## src/rtl/multi_glitch_filter.sv

```systemverilog
// N-channel glitch filter: each channel commits a new level after T stable cycles and emits rise/fall strobes.
// Optional input synchroniser enabled by defining MULTI_GLITCH_FILTER_SYNC_EN (default: undefined, in used directly).
module multi_glitch_filter #(
  parameter int       CHANNELS      = 4,
  parameter int       CNT_W         = 8,
  parameter int       FILTER_CYCLES = 5,
  parameter bit       RESET_VAL     = 1'b0
) (
  input  logic                clk,
  input  logic                rst_n,
  input  logic [CHANNELS-1:0] in,
  input  logic [CNT_W-1:0]    cfg_cycles,
  output logic [CHANNELS-1:0] out,
  output logic [CHANNELS-1:0] rise,
  output logic [CHANNELS-1:0] fall,
  output logic [CHANNELS-1:0] pending
);

  typedef enum logic {
    ST_STABLE  = 1'b0,
    ST_PENDING = 1'b1
  } state_t;

  localparam logic [CNT_W-1:0] CNT_ONE     = CNT_W'(1);
  localparam logic [CNT_W-1:0] CNT_DEFAULT = CNT_W'(FILTER_CYCLES);

  // Threshold is shared by every channel and follows cfg_cycles live.
  logic [CNT_W-1:0] thr;
  always_comb begin
    thr = (cfg_cycles == '0) ? CNT_DEFAULT : cfg_cycles;
  end

  logic [CHANNELS-1:0] s;

`ifdef MULTI_GLITCH_FILTER_SYNC_EN
  logic [CHANNELS-1:0] sync1_q, sync1_d;
  logic [CHANNELS-1:0] sync2_q, sync2_d;

  always_comb begin
    sync1_d = in;
    sync2_d = sync1_q;
  end

  // NOTE: sequential state uses non-blocking assignments so every flop samples pre-edge values.
  always_ff @(posedge clk) begin
    if (!rst_n) begin
      sync1_q <= {CHANNELS{RESET_VAL}};
      sync2_q <= {CHANNELS{RESET_VAL}};
    end else begin
      sync1_q <= sync1_d;
      sync2_q <= sync2_d;
    end
  end

  assign s = sync2_q;
`else
  assign s = in;
`endif

  for (genvar i = 0; i < CHANNELS; i++) begin : g_ch
    state_t           state_q, state_d;
    logic [CNT_W-1:0] cnt_q, cnt_d;
    logic             out_q, out_d;
    logic             rise_q, rise_d;
    logic             fall_q, fall_d;
    logic [CNT_W:0]   cnt_inc;
    logic             commit;

    // NOTE: every always_comb output gets a default first so no latch is inferred on untaken paths.
    always_comb begin
      state_d = state_q;
      cnt_d   = cnt_q;
      out_d   = out_q;
      rise_d  = 1'b0;
      fall_d  = 1'b0;
      commit  = 1'b0;
      cnt_inc = {1'b0, cnt_q} + {1'b0, CNT_ONE};

      case (state_q)
        ST_STABLE: begin
          if (s[i] == out_q) begin
            cnt_d = '0;
          end else if (thr == CNT_ONE) begin
            commit = 1'b1;
          end else begin
            cnt_d   = CNT_ONE;
            state_d = ST_PENDING;
          end
        end
        ST_PENDING: begin
          if (s[i] == out_q) begin
            cnt_d   = '0;
            state_d = ST_STABLE;
          end else if (cnt_inc >= {1'b0, thr}) begin
            commit = 1'b1;
          end else begin
            cnt_d = (&cnt_q) ? cnt_q : cnt_inc[CNT_W-1:0];
          end
        end
        default: begin
          cnt_d   = '0;
          state_d = ST_STABLE;
        end
      endcase

      if (commit) begin
        out_d   = s[i];
        rise_d  = s[i];
        fall_d  = ~s[i];
        cnt_d   = '0;
        state_d = ST_STABLE;
      end
    end

    always_ff @(posedge clk) begin
      if (!rst_n) begin
        state_q <= ST_STABLE;
        cnt_q   <= '0;
        out_q   <= RESET_VAL;
        rise_q  <= 1'b0;
        fall_q  <= 1'b0;
      end else begin
        state_q <= state_d;
        cnt_q   <= cnt_d;
        out_q   <= out_d;
        rise_q  <= rise_d;
        fall_q  <= fall_d;
      end
    end

    assign out[i]     = out_q;
    assign rise[i]    = rise_q;
    assign fall[i]    = fall_q;
    assign pending[i] = (state_q == ST_PENDING);
  end

endmodule

```

## config.mk

```make
export PLATFORM = sky130hd
export DESIGN_NAME = multi_glitch_filter
export DESIGN_NICKNAME = d
export VERILOG_FILES = /design/src/rtl/multi_glitch_filter.sv
export SDC_FILE = /design/constraint.sdc
export NUM_CORES = 1
export LEC_CHECK = 0
export ABC_CLOCK_PERIOD_IN_PS = 5150
export BUFFER_PORTS_ARGS = -buffer_cell sky130_fd_sc_hd__buf_2
export CORE_MARGIN = 3
export CORE_UTILIZATION = 55
export DETAILED_ROUTE_END_ITERATION = 10
export HOLD_SLACK_MARGIN = 0.12
export MAX_ROUTING_LAYER = met4
export PLACE_DENSITY = 0.75
export REMOVE_ABC_BUFFERS = 1
export SLEW_MARGIN = 20
export SYNTH_ARGS = -nofsm -noshare
export SYNTH_HDL_FRONTEND = slang
export SYNTH_SLANG_ARGS = --single-unit
export TNS_END_PERCENT = 1
```

## constraint.sdc

```tcl
create_clock -name clk -period 5.15 [get_ports clk]
set_input_delay 0.2575 -clock clk [delete_from_list [all_inputs] [get_ports clk]]
set_output_delay 0.2575 -clock clk [all_outputs]
set_load 0.1 [all_outputs]
```

# Yosys cells after proc, flatten, opt, wreduce, memory -nomap -nowiden
# Cells that the tools add are included.
# totals
register_bits	48
inputBits	14
out_inout_bits	16
elab_cells	123
# classes
addsub	4
n_lt_le_gt_ge	4
n_eq_ne	17
muxes	52
bitwise	9
n_reduce_logical	17
# op_table
op	n
2-to-1 mux 8 bit	18
one-hot mux 8 bit (2 select lines)	4
adder 8 x 1 -> 9 bit (second input constant)	4
greater-or-equal comparator 9 x 8 -> 1 bit	4
!= test 3 bit (second input constant)	12
AND reduction 8 bit	4
2-to-1 mux 1 bit	22
one-hot mux 1 bit (2 select lines)	8
AND reduction 3 bit	4
NOT 1 bit	9
equality test 8 x 1 -> 1 bit (second input constant)	1
logical NOT 8 bit	1
AND reduction 2 bit	4
OR reduction 2 bit	4
equality test 1 bit	4

# Logic depth before layout (Yosys ltp)
# Gate-level depths: netlist of run 1.
# logic_depth
word_depth	7
mapped_depth	12
ltp_nobuf	11

# Worst setup path before layout of run 1
# Ideal clock, no wire load.
# synth_path
kind	reg-to-reg
start	register g_ch[3].cnt_q[0]
end	register g_ch[3].cnt_q[0]
setup_time_ns	0.092
arrival_ns	2.412
required_time_ns	5.058
path_slack_ns	2.646
stages_incl_launch_ff	12
n_path_buf	1
synth_period_minus_slack_ns	2.504
path_cell_list	dfxtp_1 > ha_1 > nand3_1 > nor2_1 > xor2_1 > ha_1 > and3_1 > a221oi_1 > o211ai_1 > or3_1 > clkbuf_1 > o32ai_1
# synth_via
elab_chain_cells	6
elab_cells_between_ends	14
classes_between	1 x add/sub; 1 x order compare; 2 x eq/ne; 7 x mux; 3 x reduce/logical
# synth_lines
element	line_no	text
from (decl)	62	logic [CNT_W-1:0] cnt_q, cnt_d;
from (signal assigned)	124	cnt_q <= cnt_d;
adder 8 x 1 -> 9 bit	77	cnt_inc = {1'b0, cnt_q} + {1'b0, CNT_ONE};
greater-or-equal comparator 9 x 8 -> 1 bit	94	end else if (cnt_inc >= {1'b0, thr}) begin
2-to-1 mux 1 bit	94	
2-to-1 mux 1 bit	91	if (s[i] == out_q) begin
one-hot mux 1 bit (2 select lines)	79	case (state_q)
OR reduction 2 bit (no source line)	-	
# Parallel ways exist; a longest one is shown, timed or not. The select of a mux whose other input is x is not followed.
# A chain may end at the register's enable or synchronous reset.

# Final worst setup path of run 1
# layout_path
start	register g_ch[0].cnt_q[0]
end	register g_ch[0].cnt_q[7]
# layout_via
elab_chain_cells	6
elab_cells_between_ends	14
classes_between	1 x add/sub; 1 x order compare; 2 x eq/ne; 7 x mux; 3 x reduce/logical
# layout_lines
element	line_no
from (decl)	62
from (signal assigned)	124
adder 8 x 1 -> 9 bit	77
greater-or-equal comparator 9 x 8 -> 1 bit	94
2-to-1 mux 1 bit	94
2-to-1 mux 1 bit	91
one-hot mux 1 bit (2 select lines)	79
OR reduction 2 bit (no source line)	-
# Parallel ways exist; a longest one is shown, timed or not. The select of a mux whose other input is x is not followed.

==> report_table.html, run 1 <==
<table>
<tr><th>Metric</th><th>Value</th></tr>
<tr><th colspan="2">Status</th></tr>
<tr><td>Result of the run</td><td>finished clean</td></tr>
<tr><th colspan="2">Floorplanning</th></tr>
<tr><td>Core ar.</td><td>4820 um2</td></tr>
<tr><td>Placement row count</td><td>25</td></tr>
<tr><td>Die Width</td><td>77.3 um</td></tr>
<tr><td>Count of boundary I/O pins</td><td>30</td></tr>
<tr><td>Die footprint</td><td>5970 um2</td></tr>
<tr><td>Die extent in y</td><td>77.3 um</td></tr>
<tr><td>Initial core utilization</td><td>58.0%</td></tr>
<tr><th colspan="2">CTS</th></tr>
<tr><td>Buffer depth of the longest clock path</td><td>2</td></tr>
<tr><td>Clock root buffer</td><td>sky130_fd_sc_hd__clkbuf_8</td></tr>
<tr><td>Buffer count from post-CTS setup fixing</td><td>0</td></tr>
<tr><td>Number of clock buffers inserted by TritonCTS</td><td>5</td></tr>
<tr><td>Hold buffer count at cts</td><td>0</td></tr>
<tr><td>Clock tree from TritonCTS</td><td>built</td></tr>
<tr><td>Clock Latency Late Sink</td><td>0.30 ns</td></tr>
<tr><td>CTS sink count</td><td>48</td></tr>
<tr><td>Maximum level of the CTS H-tree</td><td>2</td></tr>
<tr><td>Total of cells resized after clock tree synthesis</td><td>0</td></tr>
<tr><td>Clock slew at the register clock pins of the worst setup and hold paths</td><td>0.08 ns</td></tr>
<tr><th colspan="2">Final layout</th></tr>
<tr><td>Final core area utilization</td><td>61.8%</td></tr>
<tr><td># nets final</td><td>369</td></tr>
<tr><td>Area growth, synth to finish</td><td>6.54%</td></tr>
<tr><td>Antenna diodes</td><td>0</td></tr>
<tr><td>Share of layout cells above drive strength 1</td><td>14.2%</td></tr>
<tr><th colspan="2">Pwr</th></tr>
<tr><td>Sequential share of power</td><td>52.7%</td></tr>
<tr><td>Switching component of the power</td><td>0.212 mW</td></tr>
<tr><td>Switching part of the total</td><td>28.8%</td></tr>
<tr><td>Clock network power share</td><td>31.3%</td></tr>
<tr><td>Pwr per Cell Area</td><td>247 nW/um2</td></tr>
<tr><td>Cell internal power dissipation</td><td>0.523 mW</td></tr>
<tr><td>Reported leakage power</td><td>1.36 nW</td></tr>
<tr><td>Maximum vdd drop</td><td>0.000176 V</td></tr>
<tr><td>Comb pwr share</td><td>16.0%</td></tr>
<tr><th colspan="2">Routing</th></tr>
<tr><td>Amount of wire on met3 after detailed routing</td><td>206 um</td></tr>
<tr><td>M1 wire length</td><td>2570 um</td></tr>
<tr><td>Amount of wire on met2 after detailed routing</td><td>2550 um</td></tr>
<tr><td>Residual DRC</td><td>0</td></tr>
<tr><td>Detail-routed net length per standard cell</td><td>13.9 um</td></tr>
<tr><td>Detail Route Antenna Nets</td><td>0</td></tr>
<tr><td>Drt total wl</td><td>5430 um</td></tr>
<tr><td>Uppermost signal routing layer after detailed routing</td><td>met4</td></tr>
<tr><td>Iter 0 DRT Violations</td><td>97</td></tr>
<tr><td>Detailed-routing iteration count for the pre-antenna-repair pass</td><td>4</td></tr>
<tr><td>Total number of vias</td><td>2,104</td></tr>
<tr><td>Detail-routed via count per cell</td><td>5.38</td></tr>
<tr><th colspan="2">STA</th></tr>
<tr><td>Post-route clock skew</td><td>0.00411 ns</td></tr>
<tr><td>Final Hold Viols</td><td>0</td></tr>
<tr><td>Slew headroom</td><td>67.3%</td></tr>
<tr><td>Final Critical Period</td><td>2.75 ns</td></tr>
<tr><td>Final number of setup-violating endpoints</td><td>0</td></tr>
<tr><td>Worst-Margin Slew</td><td>0.494 ns</td></tr>
<tr><td>Setup repair after global routing missed its margin</td><td>false</td></tr>
<tr><td>F_max</td><td>0.363 GHz</td></tr>
<tr><td>Max-slew violation total from the final report</td><td>0</td></tr>
<tr><td>Share of the cycle needed by the critical path after routing</td><td>53.5%</td></tr>
<tr><td>Sum of negative setup slack</td><td>0 ns</td></tr>
<tr><td>Setup slack after layout</td><td>2.40 ns</td></tr>
<tr><th colspan="2">GRT</th></tr>
<tr><td>First-pass GRT wire length</td><td>9390 um</td></tr>
<tr><td>Global-route usage over all layers</td><td>20.4%</td></tr>
<tr><td>Vias in the first global route</td><td>2,079</td></tr>
<tr><td>Residual overflow from global routing</td><td>0</td></tr>
<tr><td>Maximum number of pins on one net before global-route repair</td><td>19</td></tr>
<tr><td>Antenna violations before repair</td><td>0</td></tr>
<tr><th colspan="2">Worst setup path</th></tr>
<tr><td>Worst-path fanout max</td><td>7</td></tr>
<tr><td>Cells on worst reg2reg path</td><td>10</td></tr>
<tr><td>Worst path required time</td><td>5.40 ns</td></tr>
<tr><td>Worst EP arrival</td><td>3.00 ns</td></tr>
<tr><td>Flop-to-flop setup slack</td><td>2.40 ns</td></tr>
<tr><td>Series of cell instances along the critical path</td><td>ha_1 &gt; nand3_1 &gt; xnor2_1 &gt; ha_1 &gt; a21oi_1 &gt; o221ai_1 &gt; a311oi_1 &gt; o221ai_1 &gt; or3_4 &gt; nor2b_2</td></tr>
<tr><td>Largest incremental delay on the critical path</td><td>0.47 ns</td></tr>
<tr><td>Setup crit end kind</td><td>flop</td></tr>
<tr><td>Destination of the worst register-to-register timing path</td><td>g_ch[0].cnt_q[7]</td></tr>
<tr><td>Setup Crit Path Kind</td><td>reg2reg</td></tr>
<tr><td>Slowest-stage cell, CP</td><td>sky130_fd_sc_hd__or3_4</td></tr>
<tr><td>Startpoint of the lowest-slack register-to-register path</td><td>g_ch[0].cnt_q[0]</td></tr>
<tr><td>Worst Setup Start Kind</td><td>flop</td></tr>
<tr><th colspan="2">Worst hold path</th></tr>
<tr><td>Terminating pin of the worst hold path</td><td>g_ch[2].fall_q</td></tr>
<tr><td>Start point of the worst hold path</td><td>in[2]</td></tr>
<tr><td>Class of the tightest hold or removal check</td><td>in2reg</td></tr>
<tr><td>Number of instances on the worst hold path</td><td>2</td></tr>
<tr><th colspan="2">Logic synthesis</th></tr>
<tr><td>Number of instances in the synthesized netlist</td><td>307</td></tr>
<tr><td>Sequential cell area fraction in the yosys report</td><td>34.4%</td></tr>
<tr><td>Unique masters post-synth</td><td>44</td></tr>
<tr><td>Post-synth design cell area</td><td>2790 um2</td></tr>
<tr><td>Fraction of registers with async set or reset after synthesis</td><td>0%</td></tr>
<tr><td>Post-synthesis area per instance</td><td>9.10 um2</td></tr>
<tr><td>Synth Warn #</td><td>0</td></tr>
<tr><td>FF+latch count, synth</td><td>48</td></tr>
<tr><td>Most used flip-flop cell after synthesis</td><td>sky130_fd_sc_hd__dfxtp_1</td></tr>
<tr><td>Number of synthesized flops with an enable pin</td><td>0</td></tr>
<tr><th colspan="2">Placement</th></tr>
<tr><td>IO buf count</td><td>29</td></tr>
<tr><td>Pre-CTS setup slack</td><td>2.44 ns</td></tr>
<tr><td>Routability-driven placement congestion ratio</td><td>0.874</td></tr>
<tr><td>Dpl hpwl</td><td>4230 um</td></tr>
<tr><th colspan="2">Flow run</th></tr>
<tr><td>Count of max-cap constraint violations</td><td>0</td></tr>
</table>
## cell type report
cell class,instances,area [um2]
fill,448,1840
clock buffer,8,90.1
timing repair buffer,29,145
multi-input combinational,226,1650
inverter,13,48.8
tap,67,83.8
sequential,48,961
## metrics by stage
stage | power [mW] | instance area (um2) | hold WS (ns) | instances
floorplan | 0.483 | 2660 | 0.333 | 287
global placement | 0.511 | 2890 | 0.464 | 383
detailed placement | 0.514 | 2890 | 0.464 | 383
CTS | 0.742 | 2980 | 0.138 | 391
global route | 0.772 | 2980 | 0.148 | 391
finish | 0.735 | 2980 | 0.151 | 391
## cell families (layout without fill, tap and decap cells)
group	count (synthesis)	count (layout)	share of synthesized area [%]
compound gates	40	40	9.76
xor+xnor	28	28	8.78
fa+ha+maj	33	33	14.7
mux	4	4	1.43
simple gates	121	121	24.3
flops	48	48	34.4
buf+inv	33	50	6.63
## cell usage in the layout (no fill, tap or decap), types with 4 or more instances in the layout
cell type                   n
sky130_fd_sc_hd__a211oi_1   4
sky130_fd_sc_hd__and3_1     9
sky130_fd_sc_hd__clkbuf_8   6
sky130_fd_sc_hd__inv_1     13
sky130_fd_sc_hd__buf_2     29
sky130_fd_sc_hd__xor2_1    14
sky130_fd_sc_hd__mux2i_1    4
sky130_fd_sc_hd__nand2_1   25
sky130_fd_sc_hd__o21ai_0    6
sky130_fd_sc_hd__nor3b_1    7
sky130_fd_sc_hd__nor2_1    19
sky130_fd_sc_hd__a21o_1     4
sky130_fd_sc_hd__dfxtp_1   48
sky130_fd_sc_hd__nor2b_2    6
sky130_fd_sc_hd__ha_1      32
sky130_fd_sc_hd__xnor2_1   14
sky130_fd_sc_hd__nand3_1   19
sky130_fd_sc_hd__nor3_1     4
sky130_fd_sc_hd__nand2b_1   4
sky130_fd_sc_hd__a21oi_1   12
sky130_fd_sc_hd__nor2b_1   16
## cells in the mapped netlist, drive strengths merged, types with 2 or more instances
cell type  count  area, um2
o211ai         2       15.0
xnor2         14        123
nand2b         4       25.0
inv           13       48.8
a21o           5       45.0
xor2          14        123
buf           17        125
o21ai          6       30.0
nand2         25       93.8
nand3         19       95.1
nor3b          7       52.6
o221ai         2       17.5
mux2i          4       40.0
nor3           4       20.0
and3b          2       17.5
nor2b         22        153
ha            32        400
nor2          20       77.6
clkbuf         3       11.3
a211oi         4       30.0
nand4          2       12.5
and3           9       56.3
or3            3       23.8
dfxtp         48        961
a21oi         12       60.1
## worst max-delay path, delay by kind of cell, from the launching register on
family / cells / cell delay [ns]
adders and majority gates: 2 / 0.54
xor gates and xnor gates: 1 / 0.24
DFF: 1 / 0.39
AOI/OAI and AO/OA: 4 / 0.83
and+or+nand+nor: 3 / 0.70
## flip-flops by register name, indices dropped and copies added (netlist names)
register and flops:
g_ch.cnt_q 32, g_ch.fall_q 4, g_ch.out_q 4, g_ch.rise_q 4, g_ch.state_q 4
## worst max-delay path by stage
stage                      from               end  slack (ns)  depth (start not counted)
2_1_floorplan  g_ch[3].cnt_q[0]  g_ch[3].cnt_q[0]        2.69                         10
3_3_place_gp   g_ch[3].cnt_q[0]  g_ch[3].cnt_q[0]        2.48                         10
3_5_place_dp   g_ch[3].cnt_q[0]  g_ch[3].cnt_q[0]        2.44                         10
4_1_cts        g_ch[3].cnt_q[0]  g_ch[3].cnt_q[0]        2.41                         10
5_1_grt        g_ch[3].cnt_q[0]  g_ch[3].cnt_q[0]        2.18                         10
6_report       g_ch[0].cnt_q[0]  g_ch[0].cnt_q[7]        2.40                         10
## power groups by stage
stage	registers, mW	logic (mW)	clock network [mW]
final	0.388	0.118	0.230
after global routing	0.390	0.129	0.254
after CTS	0.388	0.118	0.236
after detailed placement	0.396	0.117	0
after global placement	0.396	0.115	0
after floorplan	0.433	0.0507	0
## routing by layer
metal / global-route usage, % / vias up
met4: 8.19 / 0
met1: 25.4 / 978
met2: 32.6 / 33
li1: - / 1084
met5: - / -
met3: 3.64 / 9
Power figures use the tool's default switching activity.
==> run 2, diff against run 1 <==
Settings changed: ABC_CLOCK_PERIOD_IN_PS 5150 to 2500, CORE_UTILIZATION 55 to 53, PLACE_DENSITY 0.75 to 0.76.
Clock period 5.15 ns to 2.5 ns, I/O delays scaled along.
==> run 2 against run 1 <==
The flow now finishes with violations (negative setup slack). Utilization increased by 11 points. Power increased by 110%. Setup slack got worse by 2.4 ns. Critical path depth unchanged. Sequential share of layout area decreased by 4.6 points. Final cell count increased by 9.0%. Register-to-register slack got worse by 2.4 ns. Clock power increased by 100%. Non-clock buffer count increased by 36. Highest routed layer unchanged.
==> report_table.html, run 2 (synthesis results as in run 1) <==
<table>
<tr><th>Metric</th><th>Value</th></tr>
<tr><th colspan="2">Worst setup path</th></tr>
<tr><td>Worst Setup Start Kind</td><td>flop</td></tr>
<tr><td>Worst EP arrival</td><td>2.76 ns</td></tr>
<tr><td>Setup crit end kind</td><td>flop</td></tr>
<tr><td>Worst path required time</td><td>2.74 ns</td></tr>
<tr><td>Largest incremental delay on the critical path</td><td>0.47 ns</td></tr>
<tr><td>Slowest-stage cell, CP</td><td>sky130_fd_sc_hd__or3_4</td></tr>
<tr><td>Worst-path fanout max</td><td>7</td></tr>
<tr><td>Series of cell instances along the critical path</td><td>ha_4 &gt; nand3_2 &gt; xnor2_2 &gt; ha_1 &gt; a21oi_2 &gt; o221ai_2 &gt; a311oi_2 &gt; o221ai_2 &gt; or3_4 &gt; nor2b_2</td></tr>
<tr><td>Setup Crit Path Kind</td><td>reg2reg</td></tr>
<tr><td>Most used cell, CP</td><td>sky130_fd_sc_hd__o221ai_2</td></tr>
<tr><th colspan="2">Final layout</th></tr>
<tr><td>Number of fill cells</td><td>371</td></tr>
<tr><td>Top register by number of flip-flops</td><td>g_ch.cnt_q</td></tr>
<tr><td>Area growth, synth to finish</td><td>27.2%</td></tr>
<tr><td># nets final</td><td>405</td></tr>
<tr><td>Leading cell type in the layout, fill and taps excluded</td><td>sky130_fd_sc_hd__dfxtp_1</td></tr>
<tr><td>Share of layout cells above drive strength 1</td><td>37.3%</td></tr>
<tr><td>Cell area after layout</td><td>3550 um2</td></tr>
<tr><td>Leading cell types in the layout, fill and taps excluded</td><td>sky130_fd_sc_hd__dfxtp_1, sky130_fd_sc_hd__buf_4, sky130_fd_sc_hd__ha_1, sky130_fd_sc_hd__buf_2, sky130_fd_sc_hd__nand2_1</td></tr>
<tr><td>Number of flip-flops in the largest register</td><td>32</td></tr>
<tr><td>Antenna diodes</td><td>0</td></tr>
<tr><th colspan="2">GRT</th></tr>
<tr><td>First-pass GRT wire length</td><td>10,600 um</td></tr>
<tr><td>Residual overflow from global routing</td><td>0</td></tr>
<tr><td>Antenna violations before repair</td><td>0</td></tr>
<tr><td>Vias in the first global route</td><td>2,359</td></tr>
<tr><td>Global-route usage over all layers</td><td>22.4%</td></tr>
<tr><td>Maximum number of pins on one net before global-route repair</td><td>19</td></tr>
<tr><th colspan="2">Routing</th></tr>
<tr><td>Detail-routed net length per standard cell</td><td>16.2 um</td></tr>
<tr><td>Drt total wl</td><td>6900 um</td></tr>
<tr><td>Iter 0 DRT Violations</td><td>95</td></tr>
<tr><td>Detail-routed via count per cell</td><td>5.54</td></tr>
<tr><td>Total number of vias</td><td>2,362</td></tr>
<tr><td>Detailed-routing iteration count for the pre-antenna-repair pass</td><td>4</td></tr>
<tr><td>Residual DRC</td><td>0</td></tr>
<tr><td>Detail Route Antenna Nets</td><td>0</td></tr>
<tr><th colspan="2">Placement</th></tr>
<tr><td>Post-detailed-placement cell area</td><td>3020 um2</td></tr>
<tr><td>Routability-driven placement congestion ratio</td><td>0.837</td></tr>
<tr><td>IO buf count</td><td>29</td></tr>
<tr><td>Pre-CTS setup slack</td><td>-0.114 ns</td></tr>
<tr><td>Dpl hpwl</td><td>4430 um</td></tr>
<tr><th colspan="2">STA</th></tr>
<tr><td>Max-slew violation total from the final report</td><td>0</td></tr>
<tr><td>Share of the cycle needed by the critical path after routing</td><td>101%</td></tr>
<tr><td>Final Hold Viols</td><td>0</td></tr>
<tr><td>Post-route clock skew</td><td>0.00652 ns</td></tr>
<tr><td>Final number of setup-violating endpoints</td><td>5</td></tr>
<tr><td>Final Critical Period</td><td>2.52 ns</td></tr>
<tr><td>Worst-Margin Slew</td><td>0.496 ns</td></tr>
<tr><td>Setup slack after layout</td><td>-0.0212 ns</td></tr>
<tr><td>Slew headroom</td><td>67.2%</td></tr>
<tr><td>F_max</td><td>0.397 GHz</td></tr>
<tr><td>Setup repair after global routing missed its margin</td><td>true</td></tr>
<tr><td>Hold slack final</td><td>0.222 ns</td></tr>
<tr><th colspan="2">Pwr</th></tr>
<tr><td>Pwr per Cell Area</td><td>440 nW/um2</td></tr>
<tr><td>Reported leakage power</td><td>1.56 nW</td></tr>
<tr><td>Comb pwr share</td><td>18.9%</td></tr>
<tr><td>Switching component of the power</td><td>0.493 mW</td></tr>
<tr><td>Cell internal power dissipation</td><td>1.07 mW</td></tr>
<tr><td>Sequential share of power</td><td>51.0%</td></tr>
<tr><td>Clock network power share</td><td>30.0%</td></tr>
<tr><td>Maximum vdd drop</td><td>0.000345 V</td></tr>
<tr><td>Total design power</td><td>1.56 mW</td></tr>
<tr><td>Switching part of the total</td><td>31.5%</td></tr>
<tr><th colspan="2">CTS</th></tr>
<tr><td>CTS sink count</td><td>48</td></tr>
<tr><td>Clock tree from TritonCTS</td><td>built</td></tr>
<tr><td>Buffer depth of the longest clock path</td><td>2</td></tr>
<tr><td>Clock root buffer</td><td>sky130_fd_sc_hd__clkbuf_8</td></tr>
<tr><td>Maximum level of the CTS H-tree</td><td>2</td></tr>
<tr><td>Number of clock buffers inserted by TritonCTS</td><td>5</td></tr>
<tr><td>Clock Latency Late Sink</td><td>0.31 ns</td></tr>
<tr><td>Clock slew at the register clock pins of the worst setup and hold paths</td><td>0.09 ns</td></tr>
<tr><th colspan="2">Status</th></tr>
<tr><td>Result of the run</td><td>finished with violations</td></tr>
<tr><td>Failing checks</td><td>negative setup slack</td></tr>
<tr><th colspan="2">Floorplanning</th></tr>
<tr><td>Die Width</td><td>78.6 um</td></tr>
<tr><td>Die extent in y</td><td>78.6 um</td></tr>
<tr><td>Placement row count</td><td>25</td></tr>
<tr><td>Die footprint</td><td>6180 um2</td></tr>
<tr><td>Initial core utilization</td><td>56.9%</td></tr>
<tr><td>Count of boundary I/O pins</td><td>30</td></tr>
<tr><td>Core ar.</td><td>4910 um2</td></tr>
<tr><th colspan="2">Flow run</th></tr>
<tr><td>Count of max-cap constraint violations</td><td>0</td></tr>
<tr><th colspan="2">Worst hold path</th></tr>
<tr><td>Class of the tightest hold or removal check</td><td>in2reg</td></tr>
</table>
[run 2: cell count changes in the layout (fill, tap and decap cells not counted), moves of 6 or more]
cell                      change
sky130_fd_sc_hd__buf_4       +32
sky130_fd_sc_hd__dfxtp_1     -13
sky130_fd_sc_hd__dfxtp_2     +10
sky130_fd_sc_hd__nand3_1      -8
sky130_fd_sc_hd__a21oi_1      -6
sky130_fd_sc_hd__a21oi_2      +6
[run 2: area by class of cell]
| class | instances | area, um2 | share of cell area, % |
|---|---|---|---|
| well taps | 67 | 83.8 | 2.36 |
| multi-input cells | 226 | 1930 | 54.3 |
| inverters | 13 | 48.8 | 1.37 |
| flip-flops and latches | 48 | 985 | 27.7 |
| clock buffers | 5 | 68.8 | 1.94 |
| clock inverters | 2 | 12.5 | 0.352 |
| repair buffers | 65 | 425 | 12.0 |
[run 2: metal layers]
metal	global-route usage, %	vias up	share of wire [%]
met1	24.5	1148	41
met5	-	-	0
li1	-	1155	-
met3	4.93	13	3.7
met4	8.39	0	1.4
met2	39.6	46	54
[run 2: stage by stage]
step,utilization [%],TNS [ns],cells
floorplan,-,0,287
CTS,66.8,-0.104,418
finish,72.4,-0.0413,426
detailed placement,61.5,-1.53,401
global placement,61.5,-0.278,401
global route,72.4,-3.67,426
[run 2: what timing repair did]
action,in CTS,in global routing
setup endpoints to repair,31,46
pin swaps,23,34
buffers inserted,6,8
resized for setup,28,42
hold buffers,4,0
endpoints found under the hold margin,8,0
[run 2: path summary, 6_finish.rpt]
| check | startpoint | endpoint | slack [ns] | cells past startpoint |
|---|---|---|---|---|
| hold reg to reg | g_ch[1].out_q | g_ch[1].out_q | 0.49 | 2 |
| setup / recovery | g_ch[0].cnt_q[0] | g_ch[0].cnt_q[3] | -0.02 | 10 |
| setup reg to reg | g_ch[0].cnt_q[0] | g_ch[0].cnt_q[3] | -0.02 | 10 |
| hold / removal | rst_n | g_ch[0].out_q | 0.22 | 3 |
[run 2: power groups by stage]
stage,logic [mW],registers [mW],clock network (mW)
2_1_floorplan,0.104,0.891,0
5_1_grt,0.318,0.800,0.502
4_1_cts,0.277,0.797,0.462
3_3_place_gp,0.253,0.813,0
3_5_place_dp,0.258,0.814,0
6_report,0.296,0.798,0.469
[run 2: critical path, delay by kind of cell, from the launching register on]
| family | cells | cell delay, ns |
|---|---|---|
| xor+xnor | 1 | 0.15 |
| fa+ha+maj | 2 | 0.47 |
| flops | 1 | 0.39 |
| compound gates | 4 | 0.73 |
| simple gates | 3 | 0.71 |
==> run 3, diff against run 2 <==
Settings changed: CORE_UTILIZATION 53 to 55, CTS_BUF_LIST from default to sky130_fd_sc_hd__clkbuf_8, PLACE_DENSITY 0.76 to 0.78.
==> run 3 against run 2 <==
The run still ends with negative setup slack left. Fmax decreased by 0.92%. Flip-flop and latch count unchanged. Clock power increased by 23%. Utilization decreased by 0.20 points. Non-clock buffer count decreased by 9. Via count decreased by 3.0%. Clock-buffer cell count unchanged. Largest cell class unchanged.
==> report_table.html, run 3 (synthesis results as in run 1) <==
<table>
<tr><th>Metric</th><th>Value</th></tr>
<tr><th colspan="2">Floorplanning</th></tr>
<tr><td>Die footprint</td><td>5970 um2</td></tr>
<tr><td>Die extent in y</td><td>77.3 um</td></tr>
<tr><td>Count of boundary I/O pins</td><td>30</td></tr>
<tr><td>Placement row count</td><td>25</td></tr>
<tr><td>Core ar.</td><td>4820 um2</td></tr>
<tr><td>Initial core utilization</td><td>58.0%</td></tr>
<tr><td>Die Width</td><td>77.3 um</td></tr>
<tr><th colspan="2">Final layout</th></tr>
<tr><td>Leading cell types in the layout, fill and taps excluded</td><td>sky130_fd_sc_hd__dfxtp_1, sky130_fd_sc_hd__buf_2, sky130_fd_sc_hd__ha_1</td></tr>
<tr><td>Share of layout cells above drive strength 1</td><td>35.3%</td></tr>
<tr><td>Antenna diodes</td><td>0</td></tr>
<tr><td>Top register by number of flip-flops</td><td>g_ch.cnt_q</td></tr>
<tr><td>Number of flip-flops in the largest register</td><td>32</td></tr>
<tr><td>Area growth, synth to finish</td><td>24.4%</td></tr>
<tr><td>Cell area after layout</td><td>3480 um2</td></tr>
<tr><td>Leading cell type in the layout, fill and taps excluded</td><td>sky130_fd_sc_hd__dfxtp_1</td></tr>
<tr><td># nets final</td><td>396</td></tr>
<tr><th colspan="2">CTS</th></tr>
<tr><td>Buffer depth of the longest clock path</td><td>2</td></tr>
<tr><td>Clock root buffer</td><td>sky130_fd_sc_hd__clkbuf_8</td></tr>
<tr><td>CTS sink count</td><td>48</td></tr>
<tr><td>Clock tree from TritonCTS</td><td>built</td></tr>
<tr><td>Clock Latency Late Sink</td><td>0.30 ns</td></tr>
<tr><td>Number of clock buffers inserted by TritonCTS</td><td>5</td></tr>
<tr><td>Clock slew at the register clock pins of the worst setup and hold paths</td><td>0.09 ns</td></tr>
<tr><td>Maximum level of the CTS H-tree</td><td>2</td></tr>
<tr><th colspan="2">Worst setup path</th></tr>
<tr><td>Cells on worst reg2reg path</td><td>10</td></tr>
<tr><td>Destination of the worst register-to-register timing path</td><td>g_ch[0].cnt_q[4]</td></tr>
<tr><td>Slowest-stage cell, CP</td><td>sky130_fd_sc_hd__or3_4</td></tr>
<tr><td>Crit path depth</td><td>10</td></tr>
<tr><td>Largest incremental delay on the critical path</td><td>0.47 ns</td></tr>
<tr><td>Setup Crit Path Kind</td><td>reg2reg</td></tr>
<tr><td>Setup crit end kind</td><td>flop</td></tr>
<tr><td>Startpoint of the lowest-slack register-to-register path</td><td>g_ch[0].cnt_q[0]</td></tr>
<tr><td>Worst Setup Start Kind</td><td>flop</td></tr>
<tr><td>Series of cell instances along the critical path</td><td>ha_4 &gt; nand3_2 &gt; xnor2_2 &gt; ha_1 &gt; a21oi_2 &gt; o221ai_1 &gt; a311oi_1 &gt; o221ai_2 &gt; or3_4 &gt; nor2b_2</td></tr>
<tr><td>Worst-path fanout max</td><td>7</td></tr>
<tr><td>Flop-to-flop setup slack</td><td>-0.04 ns</td></tr>
<tr><td>Crit path launch</td><td>g_ch[0].cnt_q[0]</td></tr>
<tr><td>Worst EP arrival</td><td>2.78 ns</td></tr>
<tr><td>Worst path required time</td><td>2.74 ns</td></tr>
<tr><td>Capture point of the worst path</td><td>g_ch[0].cnt_q[4]</td></tr>
<tr><td>Sum of buffers and inverters on the critical path</td><td>0</td></tr>
<tr><td>Worst path top cell family by delay</td><td>compound AO/OA/AOI/OAI gates</td></tr>
<tr><th colspan="2">Pwr</th></tr>
<tr><td>Pwr per Cell Area</td><td>476 nW/um2</td></tr>
<tr><td>Reported leakage power</td><td>1.52 nW</td></tr>
<tr><td>Comb pwr share</td><td>17.1%</td></tr>
<tr><td>Switching component of the power</td><td>0.480 mW</td></tr>
<tr><td>Total design power</td><td>1.65 mW</td></tr>
<tr><td>Clock network power share</td><td>34.9%</td></tr>
<tr><td>Cell internal power dissipation</td><td>1.17 mW</td></tr>
<tr><td>Switching part of the total</td><td>29.0%</td></tr>
<tr><td>Sequential share of power</td><td>48.1%</td></tr>
<tr><td>Maximum vdd drop</td><td>0.000371 V</td></tr>
<tr><th colspan="2">Routing</th></tr>
<tr><td>Detail-routed net length per standard cell</td><td>14.9 um</td></tr>
<tr><td>Drt total wl</td><td>6220 um</td></tr>
<tr><td>M1 wire length</td><td>2740 um</td></tr>
<tr><td>Iter 0 DRT Violations</td><td>72</td></tr>
<tr><td>Amount of wire on met3 after detailed routing</td><td>246 um</td></tr>
<tr><td>Detailed-routing iteration count for the pre-antenna-repair pass</td><td>5</td></tr>
<tr><td>Residual DRC</td><td>0</td></tr>
<tr><td>Uppermost signal routing layer after detailed routing</td><td>met4</td></tr>
<tr><td>Detail Route Antenna Nets</td><td>0</td></tr>
<tr><td>Detail-routed via count per cell</td><td>5.48</td></tr>
<tr><td>Amount of wire on met2 after detailed routing</td><td>3050 um</td></tr>
<tr><td>Total number of vias</td><td>2,292</td></tr>
<tr><th colspan="2">Status</th></tr>
<tr><td>Failing checks</td><td>negative setup slack</td></tr>
<tr><td>Result of the run</td><td>finished with violations</td></tr>
<tr><th colspan="2">Flow run</th></tr>
<tr><td>Count of max-cap constraint violations</td><td>0</td></tr>
<tr><th colspan="2">GRT</th></tr>
<tr><td>Global-route usage over all layers</td><td>21.2%</td></tr>
<tr><td>Antenna violations before repair</td><td>0</td></tr>
<tr><td>First-pass GRT wire length</td><td>9940 um</td></tr>
<tr><td>Vias in the first global route</td><td>2,278</td></tr>
<tr><td>Residual overflow from global routing</td><td>0</td></tr>
<tr><td>Maximum number of pins on one net before global-route repair</td><td>19</td></tr>
<tr><th colspan="2">STA</th></tr>
<tr><td>Final Critical Period</td><td>2.54 ns</td></tr>
<tr><td>Setup slack after layout</td><td>-0.0445 ns</td></tr>
<tr><td>Final number of setup-violating endpoints</td><td>8</td></tr>
<tr><td>F_max</td><td>0.393 GHz</td></tr>
<tr><td>Max-slew violation total from the final report</td><td>0</td></tr>
<tr><td>Share of the cycle needed by the critical path after routing</td><td>102%</td></tr>
<tr><td>Slew headroom</td><td>67.6%</td></tr>
<tr><td>Setup repair after global routing missed its margin</td><td>true</td></tr>
<tr><td>Post-route clock skew</td><td>0.00629 ns</td></tr>
<tr><td>Final Hold Viols</td><td>0</td></tr>
<tr><td>Worst-Margin Slew</td><td>0.489 ns</td></tr>
<tr><th colspan="2">Worst hold path</th></tr>
<tr><td>Class of the tightest hold or removal check</td><td>in2reg</td></tr>
<tr><td>Start point of the worst hold path</td><td>rst_n</td></tr>
<tr><th colspan="2">Placement</th></tr>
<tr><td>Post-detailed-placement cell area</td><td>3030 um2</td></tr>
<tr><td>Routability-driven placement congestion ratio</td><td>0.886</td></tr>
<tr><td>Dpl hpwl</td><td>4490 um</td></tr>
<tr><td>IO buf count</td><td>29</td></tr>
</table>
[run 3: changes by cell type in the layout (fill, tap and decap cells not counted), sizes merged]
cell | before | now
buf | 61 | 52
bufinv | 0 | 1
clkinv | 1 | 0
inv | 13 | 14
[run 3: area by class of cell]
cell class / count / area (um2)
fillers: 354 / 1340
well taps: 67 / 83.8
inverters: 13 / 48.8
clock inverters: 3 / 46.3
clock buffers: 5 / 68.8
flip-flops and latches: 48 / 991
multi-input cells: 226 / 1880
repair buffers: 56 / 358
[run 3: metal layers]
layer	GRT usage, %	vias to the layer above
met5	-	-
met4	9.61	0
met3	4.58	16
met2	34.5	55
met1	25.2	1078
li1	-	1143
[run 3: timing repair]
action                                 in CTS  in global routing
pin swaps                                  20                 29
gates resized for setup                    28                 37
setup endpoints to repair                  29                 46
buffers inserted                            0                  4
endpoints found under the hold margin       7                  0
hold buffers                                4                  0
[run 3: power by group through the flow]
stage                     registers [mW]  clock network [mW]  logic [mW]
after global routing               0.798               0.622       0.304
final                              0.795               0.576       0.282
after global placement             0.813                   0       0.250
after CTS                          0.796               0.588       0.271
after floorplan                    0.891                   0       0.104
after detailed placement           0.814                   0       0.256
[run 3: worst min-delay path by stage]
| stage | to | slack (ns) | cells after the start |
|---|---|---|---|
| floorplan | g_ch[2].fall_q | 0.20 | 1 |
| global placement | g_ch[2].fall_q | 0.33 | 2 |
| detailed placement | g_ch[2].fall_q | 0.34 | 2 |
| CTS | g_ch[2].state_q | 0.22 | 3 |
| global route | g_ch[1].out_q | 0.25 | 3 |
| finish | g_ch[1].out_q | 0.23 | 3 |
[run 3: worst min-delay path, cell delays in order]
cell	delay, ns
sky130_fd_sc_hd__buf_2	0.20
sky130_fd_sc_hd__nand2_1	0.10
sky130_fd_sc_hd__mux2i_1	0.05
[run 3: stage by stage]
step                util, %  setup WS [ns]  cells  hold slack (ns)  setup TNS, ns
floorplan                 -         0.0353    287            0.201              0
global placement       62.9        -0.0775    402            0.334         -0.383
detailed placement     62.9         -0.111    402            0.338          -1.54
CTS                    68.2        -0.0214    414            0.222        -0.0803
global route           72.2         -0.150    418            0.248          -2.87
finish                 72.2        -0.0445    418            0.226         -0.246
